<file path="src/rtl/pipe_stall_ctrl_pkg.sv">
// pipe_stall_ctrl_pkg: shared widths, stall encodings and divider FSM states for the stall controller.
package pipe_stall_ctrl_pkg;
   localparam int STALL_BUS     = 6;
   localparam int INST_ADDR_BUS = 32;
   localparam logic [INST_ADDR_BUS-1:0] PC_INIT = 32'hBFC0_0000;
   localparam logic [STALL_BUS-1:0] STALL_NONE = 6'b000000;
   localparam logic [STALL_BUS-1:0] STALL_ID   = 6'b000111;
   localparam logic [STALL_BUS-1:0] STALL_EXE  = 6'b001111;
   localparam logic [STALL_BUS-1:0] STALL_MEM  = 6'b011111;
   typedef enum logic [1:0] {
      DIV_IDLE = 2'b00,
      DIV_BUSY = 2'b01,
      DIV_DONE = 2'b10
   } div_state_t;
endpackage

</file>
<file path="src/rtl/mem_timeout_cnt.sv">
// mem_timeout_cnt: counts consecutive MEM-stage stall cycles and pulses once when the bus looks hung.
module mem_timeout_cnt #(
   parameter int MEM_TIMEOUT = 64,
   parameter int CNT_W       = 8
) (
   input  logic i_clk,
   input  logic i_rst_n,
   input  logic i_req,
   input  logic i_clr,
   output logic o_pulse
);
   localparam logic [CNT_W-1:0] LIM = CNT_W'(MEM_TIMEOUT);
   logic [CNT_W-1:0] r_cnt;
   logic             w_run;
   assign w_run   = i_req && !i_clr;
   assign o_pulse = w_run && (r_cnt == LIM - 1'b1);
   // Saturating at LIM keeps the pulse single until the request drops.
   always_ff @(posedge i_clk or negedge i_rst_n) begin
      if (!i_rst_n) r_cnt <= '0;
      else          r_cnt <= !w_run ? '0 : (r_cnt == LIM) ? r_cnt : r_cnt + 1'b1;
   end
endmodule

</file>
<file path="src/rtl/pipe_stall_ctrl.sv">
// pipe_stall_ctrl: merges stage stall requests, exception flushes and divider occupancy
// into the pipeline stall vector, flush strobe and divider handshake.
module pipe_stall_ctrl
   import pipe_stall_ctrl_pkg::*;
#(
   parameter int MEM_TIMEOUT = 64,
   parameter int CNT_W       = 8
) (
   input  logic                     cpu_clk_50M,
   input  logic                     cpu_rst_n,
   input  logic                     stallreq_id,
   input  logic                     div_start,
   input  logic                     div_ready,
   input  logic                     stallreq_mem,
   input  logic                     exc_valid,
   input  logic [INST_ADDR_BUS-1:0] exc_pc,
   output logic [STALL_BUS-1:0]     stall,
   output logic                     flush,
   output logic [INST_ADDR_BUS-1:0] flush_pc,
   output logic                     div_go,
   output logic                     div_cancel,
   output logic                     mem_timeout
);
   div_state_t               r_state, w_next;
   logic [INST_ADDR_BUS-1:0] r_flush_pc;
   logic [STALL_BUS-1:0]     w_stall;
   logic                     w_go, w_cancel, w_exe, w_tmo;

   always_ff @(posedge cpu_clk_50M or negedge cpu_rst_n) begin
      if (!cpu_rst_n) begin
         r_state    <= DIV_IDLE;
         r_flush_pc <= PC_INIT;
      end else begin
         r_state    <= w_next;
         r_flush_pc <= exc_valid ? exc_pc : r_flush_pc;
      end
   end

   // A flush in the same cycle as div_ready still cancels: the exception wins.
   always_comb begin
      w_next   = r_state;
      w_go     = 1'b0;
      w_cancel = 1'b0;
      case (r_state)
         DIV_IDLE: if (div_start && !exc_valid && !stallreq_mem) begin
            w_go   = 1'b1;
            w_next = DIV_BUSY;
         end
         DIV_BUSY: if (exc_valid) begin
            w_cancel = 1'b1;
            w_next   = DIV_IDLE;
         end else if (div_ready) w_next = DIV_DONE;
         default: w_next = DIV_IDLE;
      endcase
   end

   assign w_exe   = (r_state == DIV_IDLE && div_start) || r_state == DIV_BUSY;
   assign w_stall = exc_valid    ? STALL_NONE :
                    stallreq_mem ? STALL_MEM  :
                    w_exe        ? STALL_EXE  :
                    stallreq_id  ? STALL_ID   : STALL_NONE;

   mem_timeout_cnt #(.MEM_TIMEOUT(MEM_TIMEOUT), .CNT_W(CNT_W)) u_tmo (
      .i_clk   (cpu_clk_50M),
      .i_rst_n (cpu_rst_n),
      .i_req   (stallreq_mem),
      .i_clr   (exc_valid),
      .o_pulse (w_tmo)
   );

   // Reset forces every output quiet independent of the request inputs.
   assign stall       = cpu_rst_n ? w_stall : STALL_NONE;
   assign flush       = cpu_rst_n && exc_valid;
   assign flush_pc    = !cpu_rst_n ? PC_INIT : exc_valid ? exc_pc : r_flush_pc;
   assign div_go      = cpu_rst_n && w_go;
   assign div_cancel  = cpu_rst_n && w_cancel;
   assign mem_timeout = cpu_rst_n && w_tmo;
endmodule

</file>
<file path="config.mk">
export PLATFORM = sky130hd
export DESIGN_NAME = pipe_stall_ctrl
export DESIGN_NICKNAME = d
export VERILOG_FILES = /design/src/rtl/pipe_stall_ctrl_pkg.sv /design/src/rtl/mem_timeout_cnt.sv /design/src/rtl/pipe_stall_ctrl.sv
export SDC_FILE = /design/constraint.sdc
export NUM_CORES = 1
export LEC_CHECK = 0
export CORE_MARGIN = 1
export CORE_UTILIZATION = 28
export DETAILED_ROUTE_END_ITERATION = 12
export GPL_TIMING_DRIVEN = 0
export PLACE_DENSITY = 0.52
export SKIP_CTS_REPAIR_TIMING = 1
export SYNTH_ARGS = -nofsm -noshare
export SYNTH_HDL_FRONTEND = slang
export SYNTH_HIERARCHICAL = 1
export SYNTH_SLANG_ARGS = --single-unit
</file>
<file path="constraint.sdc">
create_clock -name cpu_clk_50M -period 2.2 [get_ports cpu_clk_50M]
set_input_delay 0.55 -clock cpu_clk_50M [delete_from_list [all_inputs] [get_ports cpu_clk_50M]]
set_output_delay 0.55 -clock cpu_clk_50M [all_outputs]
set_load 0.01 [all_outputs]
</file>
==> results.yml <==
synthesis:
  synth_edf_count: 0
  synth-async-reset-ratio_pct: 100
  netlist_instances: 171
  ys_types: 37
  ys.flop_type: "dfrtp_1"
  synth_warnings: 6
  synth_area_leaders: "dfrtp_1 39%, mux2_4 16%, dfstp_2 11%"
  synth_top_area_share_pct: 38.7
  ys_top_cells_by_count: "33 x dfrtp_1, 25 x and2_1, 23 x mux2_4, 9 x dfstp_2, 9 x mux2_2"
  syn_nets: 212
  post-synth-top-count-cell: "dfrtp_1"
  yosysSeqAreaShare_pct: 49.7
  synth_largest_area_cell: "dfrtp_1"
  yosys_register_bits: 42
  avgSynthCellArea_um2: 12.5
  synth_area_um2: 2140
placed_design:
  gp_congestion: 0.699
  port_buffers: 79
  dp_slack_ns: -0.826
  dp.cells: 350
  dp.final_hpwl_um: 3210
floorplanning:
  core_um2: 7330
  die_y_um: 89.3
  rows: 31
  initial_utilization_pct: 29.1
  fp.dieW_um: 89.3
  pin_count: 81
  dieArea_um2: 7980
timing:
  setup_viol: 3
  finalClockSkew_ns: 0.00185
  fin_ws_ns: -0.148
  fmax_ghz: 0.426
  fin_crit_sh_pct: 107
  fin_hold_ws_ns: 0.0695
  final_hold_viol_count: 0
  slew_viol_final: 0
  setup_tns_ns: -0.323
  period_needed_ns: 2.35
  rsz0062_at_grt: "true"
clock_tree:
  cts_buffer_depth: 2
  cts_buffers: 5
  cts_root_buf: "clkbuf_8"
  clkSinkCount: 42
  clk_latency_ns: 0.28
  clkTransAtPathRegs_ns: 0.08
  cts_max_level: 2
  cts_tree: "yes"
finish:
  fin_cells: 374
  nets: 315
  drive_above_1_share_pct: 37.5
  synthToLayoutAreaGrowth_pct: 63.4
  antenna_cells: 0
setup_path:
  crit_type: "input pin to output pin"
  path_common_cell: "buf_6"
  path_cells: "buf_8 > buf_12 > clkbuf_16 > buf_6 > buf_6 > mux2_4 > or2_1 > buf_2"
  arrival_ns: 1.80
  max_stage_delay_ns: 0.29
  cp_max_fo: 6
  start_kind: "input pin"
  critPathRequiredTime_ns: 1.65
  crit_start: "exc_valid"
  rr_startpoint: "u_tmo/r_cnt[0]$_DFFE_PN0P_"
  crit_slowest_cell: "mux2_4"
  endpoint_kind: "output pin"
pwr:
  sw_frac_of_total_pct: 24.1
  pwr-share-clk_pct: 27.7
  p_int_mw: 1.40
  p_leak_nw: 1.91
  power_mw: 1.84
  p_switching_uw: 444
  irDropWorstVdd_mv: 0.252
  powerDensity_nw_per_um2: 528
  pwr-share-comb_pct: 25.4
  seq_power_share_pct: 46.9
routing:
  drcViolationCount: 0
  avgRoutedWirePerCell_um: 13.6
  postRouteWirelength_um: 5100
  drtIter0Drc: 45
  firstDrtPassIters: 4
  viasPerCell: 4.32
  num_vias: 1615
  postRouteAntennaNets: 0
worst_hold_path:
  hp-class: "input pin to async pin"
grt:
  grt_max_degree: 29
  grt_use_met1_pct: 15.0
  overflow: 0
  grt_pass1_wl_um: 7050
  grtUsageTotal_pct: 11.7
  grt-busiest-layer: "met2"
  antenna_found_initial: 0
  grtUsageMet3_pct: 4.62
  grtUsageMet2_pct: 18.5
  grt_pass1_vias: 1490
run_status:
  violations: "setup timing"
  outcome: "finished with violations"
job:
  drv_cap: 0
-- metrics by stage --
stage                     instance area, um2  utilization, %
after floorplan                         2140               -
after global placement                  3050            41.6
after detailed placement                3070            41.8
after CTS                               3160            43.1
after global routing                    3490            47.6
final                                   3490            47.6
-- worst max-delay path: cells and delay by family --
family                 cells  cell delay, ns
multiplexers               1            0.29
AND/OR/NAND/NOR            1            0.22
buffers and inverters      6            0.74
-- cell usage in the layout, fill, tap and decap left out, drive strengths merged, types with 6 or more instances in the layout --
master / count
mux2: 32
buf: 30
dfrtp: 33
dlymetal6s2s: 29
clkdlybuf4s50: 35
clkbuf: 17
dfstp: 9
nand2: 6
or2: 9
and2: 25
-- layer usage --
metal,vias to the layer above,wire length (um),share of wire (%)
li1,782,-,-
met1,785,2460,48
met2,46,2250,44
met3,2,364,7.1
met4,0,19,0.37
met5,-,0,0
-- flip-flops by register name, indices dropped and copies added (netlist names) --
register / count
r_state: 2
r_flush_pc: 32
u_tmo/r_cnt: 8
-- worst paths after layout --
check,slack [ns],end,cells after the start
max in group asynchronous,1.62,r_flush_pc[31]$_DFF_PN1_,3
worst max-delay path,-0.15,flush_pc[26],8
min in group cpu_clk_50M,0.49,r_flush_pc[20]$_DFF_PN0_,1
worst max register to register,0.81,u_tmo/r_cnt[2]$_DFFE_PN0P_,5
worst min register to register,0.49,r_flush_pc[20]$_DFF_PN0_,1
worst min-delay path,0.07,u_tmo/r_cnt[6]$_DFFE_PN0P_,1
-- power groups by stage --
stage | registers (mW) | logic (mW) | clock network, mW
2_1_floorplan | 0.873 | 0.206 | 0
3_3_place_gp | 0.877 | 0.418 | 0
3_5_place_dp | 0.878 | 0.421 | 0
4_1_cts | 0.863 | 0.425 | 0.535
5_1_grt | 0.870 | 0.506 | 0.572
6_report | 0.863 | 0.468 | 0.511
-- cell type report --
cell class | instances | area (um2)
timing repair inverter | 1 | 7.51
tap | 99 | 124
multi-input combinational | 116 | 1030
fill | 682 | 3840
clock buffer | 7 | 86.3
inverter | 4 | 18.8
timing repair buffer | 95 | 1050
clock inverter | 1 | 5.00
sequential | 42 | 1060
buffer | 9 | 108
-- kinds of logic after synthesis --
family	synth area share, %
simple gates	19.4
buf+inv	4.22
compound gates	2.70
flops	49.7
xor+xnor	1.23
mux	21.4
other cells	0.176
fa+ha+maj	1.17
Note: power is estimated with default switching activity, not from simulation.
